`config.mk`:
```
export PLATFORM = sky130hd
export DESIGN_NAME = i281_fetch_decode
export DESIGN_NICKNAME = d
export VERILOG_FILES = /design/src/rtl/i281_pkg.sv /design/src/rtl/i281_instr_decode.sv /design/src/rtl/i281_fetch_decode.sv
export SDC_FILE = /design/constraint.sdc
export NUM_CORES = 1
export LEC_CHECK = 0
export ABC_AREA = 0
export CAP_MARGIN = 20
export CORE_AREA = 2 2 114 116
export DETAILED_ROUTE_END_ITERATION = 6
export DIE_AREA = 0 0 116 118
export HOLD_SLACK_MARGIN = 0.05
export PLACE_DENSITY = 0.76
export SYNTH_ARGS = -nofsm -noshare
export SYNTH_HDL_FRONTEND = slang
export SYNTH_HIERARCHICAL = 1
export SYNTH_SLANG_ARGS = --single-unit
```
`constraint.sdc`:
```
create_clock -name Clock -period 4.7 [get_ports Clock]
set_input_delay 0.94 -clock Clock [delete_from_list [all_inputs] [get_ports Clock]]
set_output_delay 0.94 -clock Clock [all_outputs]
set_load 0.01 [all_outputs]
```
`src/rtl/i281_pkg.sv`:
```
// rtl/i281_pkg.sv - i281 opcodes, instruction field positions, fetch FSM states and decoded-word type
package i281_pkg;

    localparam logic [3:0] OP_NOOP   = 4'h0;
    localparam logic [3:0] OP_INPUT  = 4'h1;
    localparam logic [3:0] OP_MOVE   = 4'h2;
    localparam logic [3:0] OP_LOADI  = 4'h3;
    localparam logic [3:0] OP_ADD    = 4'h4;
    localparam logic [3:0] OP_ADDI   = 4'h5;
    localparam logic [3:0] OP_SUB    = 4'h6;
    localparam logic [3:0] OP_SUBI   = 4'h7;
    localparam logic [3:0] OP_LOAD   = 4'h8;
    localparam logic [3:0] OP_LOADF  = 4'h9;
    localparam logic [3:0] OP_STORE  = 4'hA;
    localparam logic [3:0] OP_STOREF = 4'hB;
    localparam logic [3:0] OP_SHIFT  = 4'hC;
    localparam logic [3:0] OP_CMP    = 4'hD;
    localparam logic [3:0] OP_JUMP   = 4'hE;
    localparam logic [3:0] OP_BRANCH = 4'hF;

    localparam int OPC_MSB = 15;
    localparam int OPC_LSB = 12;
    localparam int RX_MSB  = 11;
    localparam int RX_LSB  = 10;
    localparam int RY_MSB  = 9;
    localparam int RY_LSB  = 8;
    localparam int IMM_MSB = 7;
    localparam int IMM_LSB = 0;

    // Jump offset that lands back on the jump itself (pc + 1 - 1)
    localparam logic [7:0] IMM_SELF = 8'hFF;

    typedef enum logic [1:0] {
        S_IDLE = 2'd0,
        S_RUN  = 2'd1,
        S_HALT = 2'd2
    } state_e;

    typedef struct packed {
        logic [3:0] opcode;
        logic [1:0] rx;
        logic [1:0] ry;
        logic [7:0] imm;
        logic       is_jump;
        logic       is_branch;
        logic       mem_rd;
        logic       mem_wr;
        logic       reg_wr;
    } decoded_t;

endpackage

```
`src/rtl/i281_instr_decode.sv`:
```
// rtl/i281_instr_decode.sv - combinational split of one i281 word into fields and class flags
module i281_instr_decode
    import i281_pkg::*;
(
    input  logic [15:0] instr,
    output decoded_t    dec
);

    always_comb begin
        dec        = '0;
        dec.opcode = instr[OPC_MSB:OPC_LSB];
        dec.rx     = instr[RX_MSB:RX_LSB];
        dec.ry     = instr[RY_MSB:RY_LSB];
        dec.imm    = instr[IMM_MSB:IMM_LSB];
        case (instr[OPC_MSB:OPC_LSB])
            OP_INPUT, OP_MOVE, OP_LOADI, OP_ADD,
            OP_ADDI, OP_SUB, OP_SUBI, OP_SHIFT: dec.reg_wr = 1'b1;
            OP_LOAD, OP_LOADF: begin
                dec.mem_rd = 1'b1;
                dec.reg_wr = 1'b1;
            end
            OP_STORE, OP_STOREF: dec.mem_wr    = 1'b1;
            OP_JUMP:             dec.is_jump   = 1'b1;
            OP_BRANCH:           dec.is_branch = 1'b1;
            OP_NOOP, OP_CMP:     dec.reg_wr    = 1'b0;
            default:             dec.reg_wr    = 1'b0;
        endcase
    end

endmodule

```
`src/rtl/i281_fetch_decode.sv`:
```
// rtl/i281_fetch_decode.sv - i281 PC, fetch FSM and registered decode stage with valid/ready toward execute
module i281_fetch_decode
    import i281_pkg::*;
#(
    parameter logic [3:0] RESET_PC          = 4'd0,
    parameter bit         HALT_ON_SELF_JUMP = 1'b1
) (
    input  logic        Clock,
    input  logic        Reset_n,
    input  logic [15:0] b0I,
    input  logic [15:0] b1I,
    input  logic [15:0] b2I,
    input  logic [15:0] b3I,
    input  logic [15:0] b4I,
    input  logic [15:0] b5I,
    input  logic [15:0] b6I,
    input  logic [15:0] b7I,
    input  logic [15:0] b8I,
    input  logic [15:0] b9I,
    input  logic [15:0] b10I,
    input  logic [15:0] b11I,
    input  logic [15:0] b12I,
    input  logic [15:0] b13I,
    input  logic [15:0] b14I,
    input  logic [15:0] b15I,
    input  logic        run,
    input  logic        redirect_valid,
    input  logic [3:0]  redirect_pc,
    input  logic        out_ready,
    output logic        out_valid,
    output logic [3:0]  out_pc,
    output logic [3:0]  opcode,
    output logic [1:0]  rx,
    output logic [1:0]  ry,
    output logic [7:0]  imm,
    output logic        is_jump,
    output logic        is_branch,
    output logic        mem_rd,
    output logic        mem_wr,
    output logic        reg_wr,
    output logic        halted,
    output logic [3:0]  pc
);

    state_e      state_q, state_d;
    logic [3:0]  pc_q, pc_d;
    decoded_t    out_q, out_d;
    logic        out_valid_q, out_valid_d;
    logic [3:0]  out_pc_q, out_pc_d;
    logic        halted_q, halted_d;

    logic [15:0] words [16];
    logic [15:0] fetch_word;
    decoded_t    fetch_dec;
    logic        stage_free;
    logic        fetch_en;
    logic        self_jump;

    assign words[0]  = b0I;
    assign words[1]  = b1I;
    assign words[2]  = b2I;
    assign words[3]  = b3I;
    assign words[4]  = b4I;
    assign words[5]  = b5I;
    assign words[6]  = b6I;
    assign words[7]  = b7I;
    assign words[8]  = b8I;
    assign words[9]  = b9I;
    assign words[10] = b10I;
    assign words[11] = b11I;
    assign words[12] = b12I;
    assign words[13] = b13I;
    assign words[14] = b14I;
    assign words[15] = b15I;

    assign fetch_word = words[pc_q];

    i281_instr_decode u_decode (
        .instr (fetch_word),
        .dec   (fetch_dec)
    );

    // Fetch follows run directly so the first word leaves on the edge that sees run rise
    assign stage_free = !out_valid_q || out_ready;
    assign fetch_en   = run && stage_free && (state_q != S_HALT);
    assign self_jump  = HALT_ON_SELF_JUMP && fetch_dec.is_jump && (fetch_dec.imm == IMM_SELF);

    always_comb begin
        state_d     = state_q;
        pc_d        = pc_q;
        out_d       = out_q;
        out_valid_d = out_valid_q;
        out_pc_d    = out_pc_q;
        halted_d    = halted_q;

        case (state_q)
            S_IDLE:  if (run) state_d = S_RUN;
            S_RUN:   if (!run) state_d = S_IDLE;
            S_HALT:  state_d = S_HALT;
            default: state_d = S_IDLE;
        endcase

        if (out_valid_q && out_ready) out_valid_d = 1'b0;

        if (fetch_en) begin
            out_d       = fetch_dec;
            out_valid_d = 1'b1;
            out_pc_d    = pc_q;
            if (self_jump) begin
                halted_d = 1'b1;
                state_d  = S_HALT;
            end else if (fetch_dec.is_jump) begin
                pc_d = pc_q + 4'd1 + fetch_dec.imm[3:0];
            end else begin
                pc_d = pc_q + 4'd1;
            end
        end

        if (redirect_valid) begin
            out_valid_d = 1'b0;
            pc_d        = redirect_pc;
            halted_d    = 1'b0;
            state_d     = run ? S_RUN : S_IDLE;
        end
    end

    always_ff @(posedge Clock or negedge Reset_n) begin
        if (!Reset_n) begin
            state_q     <= S_IDLE;
            pc_q        <= RESET_PC;
            out_q       <= '0;
            out_valid_q <= 1'b0;
            out_pc_q    <= 4'd0;
            halted_q    <= 1'b0;
        end else begin
            state_q     <= state_d;
            pc_q        <= pc_d;
            out_q       <= out_d;
            out_valid_q <= out_valid_d;
            out_pc_q    <= out_pc_d;
            halted_q    <= halted_d;
        end
    end

    assign out_valid = out_valid_q;
    assign out_pc    = out_pc_q;
    assign opcode    = out_q.opcode;
    assign rx        = out_q.rx;
    assign ry        = out_q.ry;
    assign imm       = out_q.imm;
    assign is_jump   = out_q.is_jump;
    assign is_branch = out_q.is_branch;
    assign mem_rd    = out_q.mem_rd;
    assign mem_wr    = out_q.mem_wr;
    assign reg_wr    = out_q.reg_wr;
    assign halted    = halted_q;
    assign pc        = pc_q;

endmodule
```
After elaboration in Yosys (flattened, before gate mapping)
Index checks and enable logic that the tools add are counted.
- bits in registers: 33
- output and inout port bits: 31
- word-level logic and storage cells: 77
- add/subtract/negate cells: 2
- magnitude comparators: 1
- equality and inequality tests: 19
- mux-type cells: 25
- bitwise operators: 1
- reduce and logical (&&, ||, !) cells: 15
- operator list (cell ; count):
    $bmux 16 s4 ; 1
    $mux 16 ; 2
    $eq 4x4->1 const B ; 7
    $eq 4x3->1 const B ; 4
    $mux 4 ; 4
    $mux 1 ; 12
    $mux 2 ; 5
    $reduce_or 10->1 ; 1
    $eq 4x2->1 const B ; 2
    $eq 8x8->1 const B ; 1
    $pmux 2 s3 ; 1
    $ge 5x5->1 const B ; 1
    $not 4->5 ; 1
    $add 4x1->4 const B ; 1
    $add 4x4->4 ; 1
    $eq 4x1->1 const B ; 1
    $logic_and 1x1->1 ; 4
    $ne 2x2->1 const B ; 2
    $reduce_and 2->1 ; 2
    $reduce_bool 2->1 ; 2
    $reduce_or 2->1 ; 2
    $reduce_bool 3->1 ; 1
    $eq 2x1->1 const B ; 1
    $eq 2x2->1 const B ; 1
    other kinds (3) ; 3

Depth between registers and ports, before layout
Gate-level depths: netlist (run 1).
- depth in word-level cells: 10
- gate-level depth with buffers: 15
- depth with buffers taken out: 12

By module
The synthesis (run 1) kept the hierarchy.
- by module, submodules not included (module ; times used ; cells an instance ; area each (um^2)):
    i281_fetch_decode ; 1 ; 336 ; 3733.6
    i281_instr_decode ; 1 ; 26 ; 170.2

Worst setup path after synthesis (run 1)
Ideal clock, no wire load.
- path kind: input port to flip-flop
- from: input port b3I[0]
- to: register pc_q[2], in the netlist pc[2]
- library setup time: 0.128 ns
- data arrival time: 2.959 ns
- setup slack: 1.614 ns
- stages on the path: 11
- path buffers: 1
- cell sequence: mux4_2 > a22oi_1 > nand2_1 > buf_4 > ha_1 > fa_1 > xnor2_1 > nand2_1 > o21ai_0 > o31ai_1 > mux2_1
- word-level cells in the longest chain between the ends: 8
- elaborated cells between the ends (all ways): 12
- classes of those cells: add/sub (1); eq/ne (2); mux (7); reduce/logical (2)
- RTL lines (what ; line ; source):
    from (decl) ; i281_fetch_decode.sv:13 ; input logic [15:0] b3I,
    $bmux 16 s4 * ; i281_fetch_decode.sv:76 ; assign fetch_word = words[pc_q];
    $mux 16 (implied by the code) * (2 in series) ; i281_fetch_decode.sv:76 ;
    via fetch_word[0] ; i281_fetch_decode.sv:53 ; logic [15:0] fetch_word;
    $add 4x4->4 ; i281_fetch_decode.sv:113 ; pc_d = pc_q + 4'd1 + fetch_dec.imm[3:0];
    $mux 4 ; i281_fetch_decode.sv:112 ; end else if (fetch_dec.is_jump) begin
    $mux 4 ; i281_fetch_decode.sv:109 ; if (self_jump) begin
    $mux 4 ; i281_fetch_decode.sv:105 ; if (fetch_en) begin
    $mux 4 ; i281_fetch_decode.sv:119 ; if (redirect_valid) begin
    to (signal assigned) ; i281_fetch_decode.sv:137 ; pc_q <= pc_d;
    to (decl) ; i281_fetch_decode.sv:46 ; logic [3:0] pc_q, pc_d;
The timed path passes the listed nets; every way through them passes the cells marked *. The select of a mux whose other input is x is not followed.
A chain may end at the register's enable or synchronous reset.

==> results.json, run 1 <==
{
  "relSlewSlack_pct": 37.3,
  "syn_inst": 362,
  "yosysSeqAreaShare_pct": 21.2,
  "numClockSinks": 33,
  "io-pin-count": 296,
  "status": "finished, final reports clean",
  "fin_util_pct": 56.2,
  "dr_total_vias": 4211,
  "synth-seq-cells": 33,
  "post-route-period-util_pct": 78.2,
  "ir_drop_uv": 159,
  "die_w_um": 116,
  "wl_mm": 16.3,
  "cp.required_ps": 4850,
  "worst_slew_pin_slew_ps": 941,
  "die_y_um": 118,
  "drive_above_1_share_pct": 16.1,
  "path_clk_slew_ps": 50,
  "grt_max_degree": 47,
  "post_cts_resized": 0,
  "core_area_mm2": 0.0124,
  "crit_arrival_ps": 3820,
  "end_kind": "flip-flop",
  "holdWs_ps": 487,
  "clock.fmax_ghz": 0.272,
  "finalNetCount": 898,
  "grt_pass1_vias": 4669,
  "dp.final_hpwl_mm": 13.4,
  "cellPowerDensity_mw_per_mm2": 307,
  "crit_path_max_fanout": 9,
  "cts_tree": "built",
  "insertion_delay_ps": 280,
  "min_path_type": "reg2reg",
  "vias_per_cell": 5.25,
  "hold_violations": 0,
  "antenna_found_initial": 0,
  "start_util_pct": 31.4,
  "dieArea_mm2": 0.0137,
  "yosysTopAreaCellShare_pct": 21.2,
  "setup_slack_ps": 1020,
  "ys_warn_count": 6,
  "root_buffer": "clkbuf_16",
  "syn-cell-area_mm2": 0.00390,
  "areaGrowthSynthToFinish_pct": 78.6,
  "drv_cap": 0,
  "grt_overflow": 0,
  "crit_path_start_kind": "input pin",
  "drv_slew": 0,
  "finClkSkew_ps": 4.03,
  "synthTopCellsByArea": "dfrtp_1, mux4_2, mux2i_1",
  "syn_area_per_cell_um2": 10.8,
  "grt_pass1_wl_mm": 24.4,
  "cts_max_level": 2,
  "place_ws_ps": 799,
  "cts_made_buffers": 5,
  "drc": 0,
  "cts_buffer_depth": 2,
  "setup_tns_ps": 0,
  "syn_nets": 632,
  "static-leakage-power_uw": 0.00269,
  "cts_setup_buffers": 0,
  "cts-hold-fix-buffers": 0,
  "io_buffers": 295,
  "rsz0062_at_grt": "false",
  "setup_viol": 0,
  "timing.final.crit_period_ps": 3680,
  "dr.pass1.iters": 4,
  "drtIter0Drc": 202,
  "worstSetupPathType": "in2reg",
  "grt_util_all_layers_pct": 23.3,
  "wl_per_cell_um": 20.3,
  "place.gp.congestion": 0.915,
  "row_count": 41,
  "synth_cell_types": 38,
  "yosys.area.top_type": "dfrtp_1",
  "ant_nets": 0
}
==> layer usage <==
layer / track usage (%) / wire, um / vias to the layer above / part of all wire (%)
met5: 0 / 0 / - / 0
met2: 43.3 / 8400 / 237 / 52
li1: - / - / 1931 / -
met4: 9.30 / 615 / 0 / 3.8
met1: 25.1 / 5760 / 2004 / 35
met3: 4.89 / 1500 / 39 / 9.2
==> final timing paths <==
path,depth (start not counted),to,from,slack [ps]
max,13,pc[1],b15I[14],1020
min,2,out_pc[0],out_pc[0],490
max reg2reg,12,pc[1],pc[0],1050
min reg2reg,2,out_pc[0],out_pc[0],490
max in group asynchronous,1,pc[0],Reset_n,3440
min in group asynchronous,1,state_q[0],Reset_n,720
==> sequential cells by signal, indices dropped and copies added (netlist names) <==
signal     flops
out_valid      1
is_jump        1
reg_wr         1
imm            8
ry             2
mem_wr         1
is_branch      1
opcode         4
rx             2
mem_rd         1
out_pc         4
halted         1
pc             4
state_q        2
==> area by class of cell <==
class | count | area, um^2
clock buffers | 5 | 125
repair buffers | 307 | 3040
well taps | 172 | 215
multi-input cells | 278 | 2730
clock inverters | 3 | 17.5
flip-flops and latches | 33 | 832
inverters | 3 | 11.3
fillers | 1107 | 5440
diodes | 1 | 2.50
==> worst max-delay path: stages <==
cell,delay [ps]
clkdlybuf4s50_1,450
mux2_2,140
o21ai_0,70
a21oi_1,320
a22oi_1,150
nand2_1,190
nand3_1,140
nor2_1,450
nand2_1,140
nor3_2,360
nor2_1,170
mux2i_1,220
o21ai_1,70
==> logic make-up (layout without fill, tap and decap cells) <==
logic type / after synthesis / count (layout) / share of synthesized area [%]
AO/OA/AOI/OAI: 98 / 98 / 17.8
XOR/XNOR: 4 / 4 / 1.09
adder cells (fa/ha/maj): 5 / 5 / 1.79
buffers and inverters: 51 / 318 / 9.01
flip-flops: 33 / 33 / 21.2
multiplexers: 125 / 125 / 43.7
other: 0 / 1 / 0
AND/OR/NAND/NOR: 46 / 46 / 5.55
==> stage by stage <==
stage	power [uW]	instance area, um^2	cells
2_1_floorplan	1290	3900	362
3_3_place_gp	1810	6830	793
3_5_place_dp	1840	6830	793
4_1_cts	2160	6970	801
5_1_grt	2270	6970	801
6_report	2140	6970	802
==> cell usage after synthesis <==
library cell,number
buf_4,20
dfrtp_1,33
o21a_1,1
nand2_2,1
nor4_1,1
xnor2_2,1
nand4_1,1
buf_2,8
clkbuf_1,10
a221oi_2,14
o21ai_0,22
a221oi_1,2
fa_1,1
buf_6,10
ha_1,4
and2_1,1
mux2_1,15
mux2i_1,51
xnor2_1,2
a2bb2oi_1,1
or3_1,1
a22oi_1,16
nor2_1,4
nand2b_1,5
nand2_1,26
a31oi_1,1
inv_1,3
nor3b_1,1
nand3_1,3
mux2_2,27
xor2_1,1
o21ai_1,17
nor2b_2,1
nor3_2,1
a21o_1,2
a21oi_1,21
o31ai_1,1
mux4_2,32
==> power breakdown <==
| group | switching (uW) | total, uW | internal, uW |
|---|---|---|---|
| Clock | 122 | 316 | 194 |
| Sequential | 111 | 495 | 385 |
| Combinational | 566 | 1330 | 761 |
| Total | 799 | 2140 | 1340 |
==> layout by cell type, fill, tap and decap left out, types with 2 or more instances in the layout <==
cell,n
a21o_1,2
a21oi_1,21
a221oi_1,2
a221oi_2,14
a22oi_1,16
buf_4,12
clkbuf_16,5
clkdlybuf4s50_1,294
clkinv_2,2
dfrtp_1,30
dfrtp_2,2
ha_1,4
inv_1,3
mux2_1,15
mux2_2,27
mux2i_1,51
mux4_2,32
nand2_1,26
nand2b_1,5
nand3_1,3
nor2_1,4
o21ai_0,22
o21ai_1,17
xnor2_1,2
Note: power is estimated with default switching activity, not from simulation.
==> run 2: changes to the inputs <==
- CORE_AREA: 2 2 114 116 -> 2 2 116 118
- DIE_AREA: 0 0 116 118 -> 0 0 118 120
- PLACE_DENSITY: 0.76 -> 0.73
- clock period: 4.7 -> 3.7 ns (I/O delays scaled with it)
==> results.json, run 2 (same netlist as run 1, synthesis figures left out) <==
{
  "cp_cell_sequence": "buf_12 -> buf_4 -> mux2i_1 -> a221oi_1 -> o21ai_0 -> nand2_1 -> nand4_1 -> nor3_2 -> nor2_1 -> mux2i_1 -> o21ai_1",
  "cts_tree": "built",
  "place.gp.congestion": 0.942,
  "root_buffer": "clkbuf_16",
  "drv_cap": 0,
  "wl_per_cell_um": 20.1,
  "io-pin-count": 296,
  "row_count": 42,
  "grt_pass1_wl_mm": 25.2,
  "cp_num_buf_inv": 2,
  "drive_above_1_share_pct": 17.2,
  "die_y_um": 120,
  "post_cts_resized": 0,
  "ff_latch_area_um2": 832,
  "final_common_cell": "clkdlybuf4s50_1",
  "n_fill_cell": 1144,
  "wl_mm": 16.4,
  "mostFrequentLayoutCells": "clkdlybuf4s50_1, mux2i_1, mux4_2, dfrtp_1, mux2_2",
  "cts-hold-fix-buffers": 0,
  "cts_buffer_depth": 2,
  "vias_per_cell": 5.11,
  "cellPowerDensity_mw_per_mm2": 399,
  "areaGrowthSynthToFinish_pct": 82.1,
  "worst_slew_pin_slew_ps": 740,
  "drv_slew": 0,
  "start_util_pct": 30.1,
  "finClkSkew_ps": 3.57,
  "status": "finished, final reports clean",
  "cts_max_level": 2,
  "critPathMostFrequentCell": "mux2i_1",
  "end_kind": "flip-flop",
  "path_clk_slew_ps": 50,
  "cp.required_ps": 3850,
  "multiInputGateArea_mm2": 0.00273,
  "drc": 0,
  "crit_path_max_fanout": 34,
  "finalNetCount": 908,
  "crit_path_start_kind": "flip-flop",
  "insertion_delay_ps": 280,
  "largest_register_ffs": 8,
  "setup_viol": 0,
  "grt_pass1_vias": 4695,
  "post-route-period-util_pct": 86.3,
  "crit_family": "simple AND/OR/NAND/NOR gates",
  "io_buffers": 295,
  "ir_drop_uv": 211,
  "worstSetupPathType": "reg2reg",
  "ant_nets": 0,
  "rsz0062_at_grt": "false",
  "hold_violations": 0,
  "antenna_found_initial": 1,
  "timing.final.crit_period_ps": 3190,
  "static-leakage-power_uw": 0.00276,
  "slowest_stage": "dfrtp_4",
  "grt_overflow": 0,
  "drtIter0Drc": 154,
  "cts_setup_buffers": 0,
  "cts_made_buffers": 5,
  "crit_arrival_ps": 3340,
  "grt_util_all_layers_pct": 23.0,
  "dieArea_mm2": 0.0142,
  "numClockSinks": 33,
  "relSlewSlack_pct": 50.7,
  "holdWs_ps": 489,
  "grt_max_degree": 35,
  "min_path_type": "reg2reg",
  "dp.final_hpwl_mm": 13.8,
  "dr_total_vias": 4171,
  "core_area_mm2": 0.0130,
  "clock.fmax_ghz": 0.313,
  "dr.pass1.iters": 4,
  "setup_tns_ps": 0,
  "die_w_um": 118,
  "slowest_delay_ps": 730
}
==> run 2: cell count changes in the layout (fill, tap and decap cells not counted), sizes merged <==
| cell | previous run | this run |
|---|---|---|
| buf | 13 | 23 |
| clkbuf | 5 | 7 |
| clkinv | 2 | 0 |
| bufinv | 0 | 1 |
| clkinvlp | 1 | 0 |
==> run 2: worst min-delay path: cells and delay by family (launching register included) <==
kind	cells	cell delay [ps]
AOI/OAI and AO/OA	1	60
DFF	1	340
and+or+nand+nor	1	50
==> run 2: worst paths after layout <==
kind                           start         to  slack [ps]  cells after the start
min in group asynchronous    Reset_n     imm[2]         530                      1
max reg2reg                    pc[0]      pc[0]         510                     11
min                        out_pc[0]  out_pc[0]         490                      2
max                            pc[0]      pc[0]         510                     11
max in group asynchronous    Reset_n      pc[0]        2630                      1
min reg2reg                out_pc[0]  out_pc[0]         490                      2
==> run 2: per-layer routing <==
metal | vias to the layer above | wire (um) | GRT usage, %
met2 | 209 | 8790 | 44.0
li1 | 1950 | - | -
met4 | 0 | 396 | 5.95
met5 | - | 0 | 0
met3 | 24 | 1030 | 5.13
met1 | 1988 | 6210 | 25.5
==> run 2: where the power goes <==
part	leakage, uW	switching, uW	internal, uW	total, uW
combinational	0.00228	738	1000	1740
sequential	0.000394	128	490	618
clock	0.0000841	142	336	478
==> run 2: area by class of cell <==
type | instances | area share, %
Inverter | 3 | 0.158
Tap cell | 176 | 3.10
Clock buffer | 7 | 2.01
Multi-Input combinational cell | 278 | 38.4
Clock inverter | 1 | 0.422
Antenna cell | 1 | 0.0352
Timing Repair Buffer | 317 | 44.1
Sequential cell | 33 | 11.7
==> run 2: through the flow <==
step                cells  worst slack [ps]  total power (uW)  utilization (%)  cell area, um^2
finish                816               509              2840             54.8             7110
global route          816               176              3020             54.8             7110
CTS                   815               474              2870             54.7             7110
detailed placement    807               260              2380             53.4             6930
global placement      807               339              2350             53.4             6930
floorplan             362               770              1640                -             3900
==> run 3: changes to the inputs <==
- CORE_AREA: 2 2 116 118 -> 3 3 113 115
- CTS_CLUSTER_DIAMETER: unset -> 50
- DIE_AREA: 0 0 118 120 -> 0 0 116 118
- PLACE_DENSITY: 0.73 -> 0.78
==> results.json, run 3 (same netlist as run 1, synthesis figures left out) <==
{
  "grt_overflow": 0,
  "cts-hold-fix-buffers": 0,
  "antenna_found_initial": 0,
  "place.gp.congestion": 0.931,
  "path_clk_slew_ps": 50,
  "cp.required_ps": 3850,
  "drc": 0,
  "finalNetCount": 899,
  "mostFrequentLayoutCells": "clkdlybuf4s50_1, mux2i_1, mux4_2, dfrtp_1, mux2_2",
  "cp_cell_sequence": "clkdlybuf4s50_1 -> mux4_2 -> a22oi_1 -> nand2_1 -> ha_1 -> fa_1 -> xnor2_1 -> nand2_1 -> o21ai_0 -> o31ai_1 -> mux2_1",
  "hold_violations": 0,
  "crit_path_start_kind": "input pin",
  "n_fill_cell": 993,
  "drv_slew": 0,
  "dp.final_hpwl_mm": 13.7,
  "stdcell_area_mm2": 0.00700,
  "grt_util_all_layers_pct": 23.3,
  "final_common_cell": "clkdlybuf4s50_1",
  "wl_met2_mm": 8.87,
  "drtIter0Drc": 146,
  "hold_end": "out_pc[0]",
  "end_kind": "flip-flop",
  "worstReg2RegStart": "pc[0]",
  "min_path_type": "reg2reg",
  "cts_max_level": 2,
  "drive_above_1_share_pct": 15.7,
  "clock.fmax_ghz": 0.315,
  "worstSetupPathType": "in2reg",
  "cts_made_buffers": 5,
  "ff_latch_area_um2": 832,
  "status": "finished, final reports clean",
  "ir_drop_uv": 221,
  "largest_register_ffs": 8,
  "route.met3.wl_mm": 1.25,
  "areaGrowthSynthToFinish_pct": 79.2,
  "slowest_delay_ps": 460,
  "grt_pass1_vias": 4554,
  "cts_setup_buffers": 0,
  "crit_arrival_ps": 3320,
  "top_layer_used": "met4",
  "static-leakage-power_uw": 0.00271,
  "setup_tns_ps": 0,
  "cts_tree": "built",
  "io_buffers": 295,
  "worst_slew_pin_slew_ps": 681,
  "critPathMostFrequentCell": "nand2_1",
  "cts_buffer_depth": 2,
  "start_util_pct": 32.8,
  "die_w_um": 116,
  "grt_max_degree": 45,
  "dpl_cell_area_mm2": 0.00683,
  "r2r_cells": 12,
  "slowest_stage": "mux4_2",
  "dr_total_vias": 4164,
  "placed_cells": 768,
  "ant_nets": 0,
  "row_count": 40,
  "drv_cap": 0,
  "die_y_um": 118,
  "wl_mm": 16.5,
  "cp_num_buf_inv": 1,
  "post_cts_resized": 0,
  "finClkSkew_ps": 2.86,
  "io-pin-count": 296,
  "cellPowerDensity_mw_per_mm2": 389,
  "core_area_mm2": 0.0119,
  "wl_per_cell_um": 21.3,
  "root_buffer": "clkbuf_16",
  "reg2reg_to": "pc[2]",
  "vias_per_cell": 5.37,
  "post-route-period-util_pct": 85.8,
  "dr.pass1.iters": 5,
  "fin_cells": 776,
  "drt-met1-wl_mm": 6.03,
  "relSlewSlack_pct": 54.5,
  "numClockSinks": 33,
  "setup_viol": 0,
  "min_path_cells": 2,
  "multiInputGateArea_mm2": 0.00273,
  "grt_pass1_wl_mm": 24.7,
  "timing.final.crit_period_ps": 3170,
  "n_antenna_cell": 0,
  "r2r_setup_slack_ps": 550,
  "rsz0062_at_grt": "false",
  "insertion_delay_ps": 270,
  "dieArea_mm2": 0.0137,
  "crit_family": "multiplexers",
  "crit_path_max_fanout": 3,
  "worstHoldStart": "out_pc[0]"
}
==> run 3: worst max path at each step <==
stage,start,to,depth (start not counted),slack (ps)
floorplan,pc[1],pc[2],13,770
global placement,b2I[0],pc[2],11,340
detailed placement,b0I[0],pc[2],11,280
CTS,pc[0],pc[2],12,520
global route,b15I[14],pc[2],12,280
finish,b0I[0],pc[2],11,530
==> run 3: final cells by class <==
type,instances,share of cell area (%)
timing repair buffer,308,44.2
multi-input combinational,278,39.0
sequential,33,11.9
tap,147,2.63
clock buffer,7,2.04
inverter,3,0.161
==> run 3: stage by stage <==
| step | total power, uW | hold WS (ps) | setup slack, ps | util [%] |
|---|---|---|---|---|
| finish | 2720 | 487 | 526 | 58.7 |
| global route | 2900 | 526 | 280 | 58.7 |
| CTS | 2750 | 487 | 516 | 58.5 |
| detailed placement | 2340 | 474 | 275 | 57.3 |
| global placement | 2300 | 474 | 339 | 57.3 |
| floorplan | 1640 | 444 | 770 | - |
==> run 3: worst reg2reg max path, delay by kind of cell, from the launching register on <==
family,cells,cell delay (ps)
adder cells (fa/ha/maj),2,650
flip-flops,1,610
multiplexers,2,610
AO/OA/AOI/OAI,4,490
buffers and inverters,1,290
AND/OR/NAND/NOR,2,200
XOR/XNOR,1,180
==> run 3: routing by layer <==
metal	vias to the layer above	GRT usage, %
met5	-	0
met4	0	5.73
met3	26	4.52
met2	239	43.5
met1	1969	26.8
li1	1930	-
==> run 3: power by group <==
part / total [uW] / internal, uW / leakage [uW] / switching [uW]
Sequential: 601 / 490 / 0.000394 / 111
Combinational: 1730 / 979 / 0.00225 / 749
Clock: 395 / 263 / 0.0000700 / 132
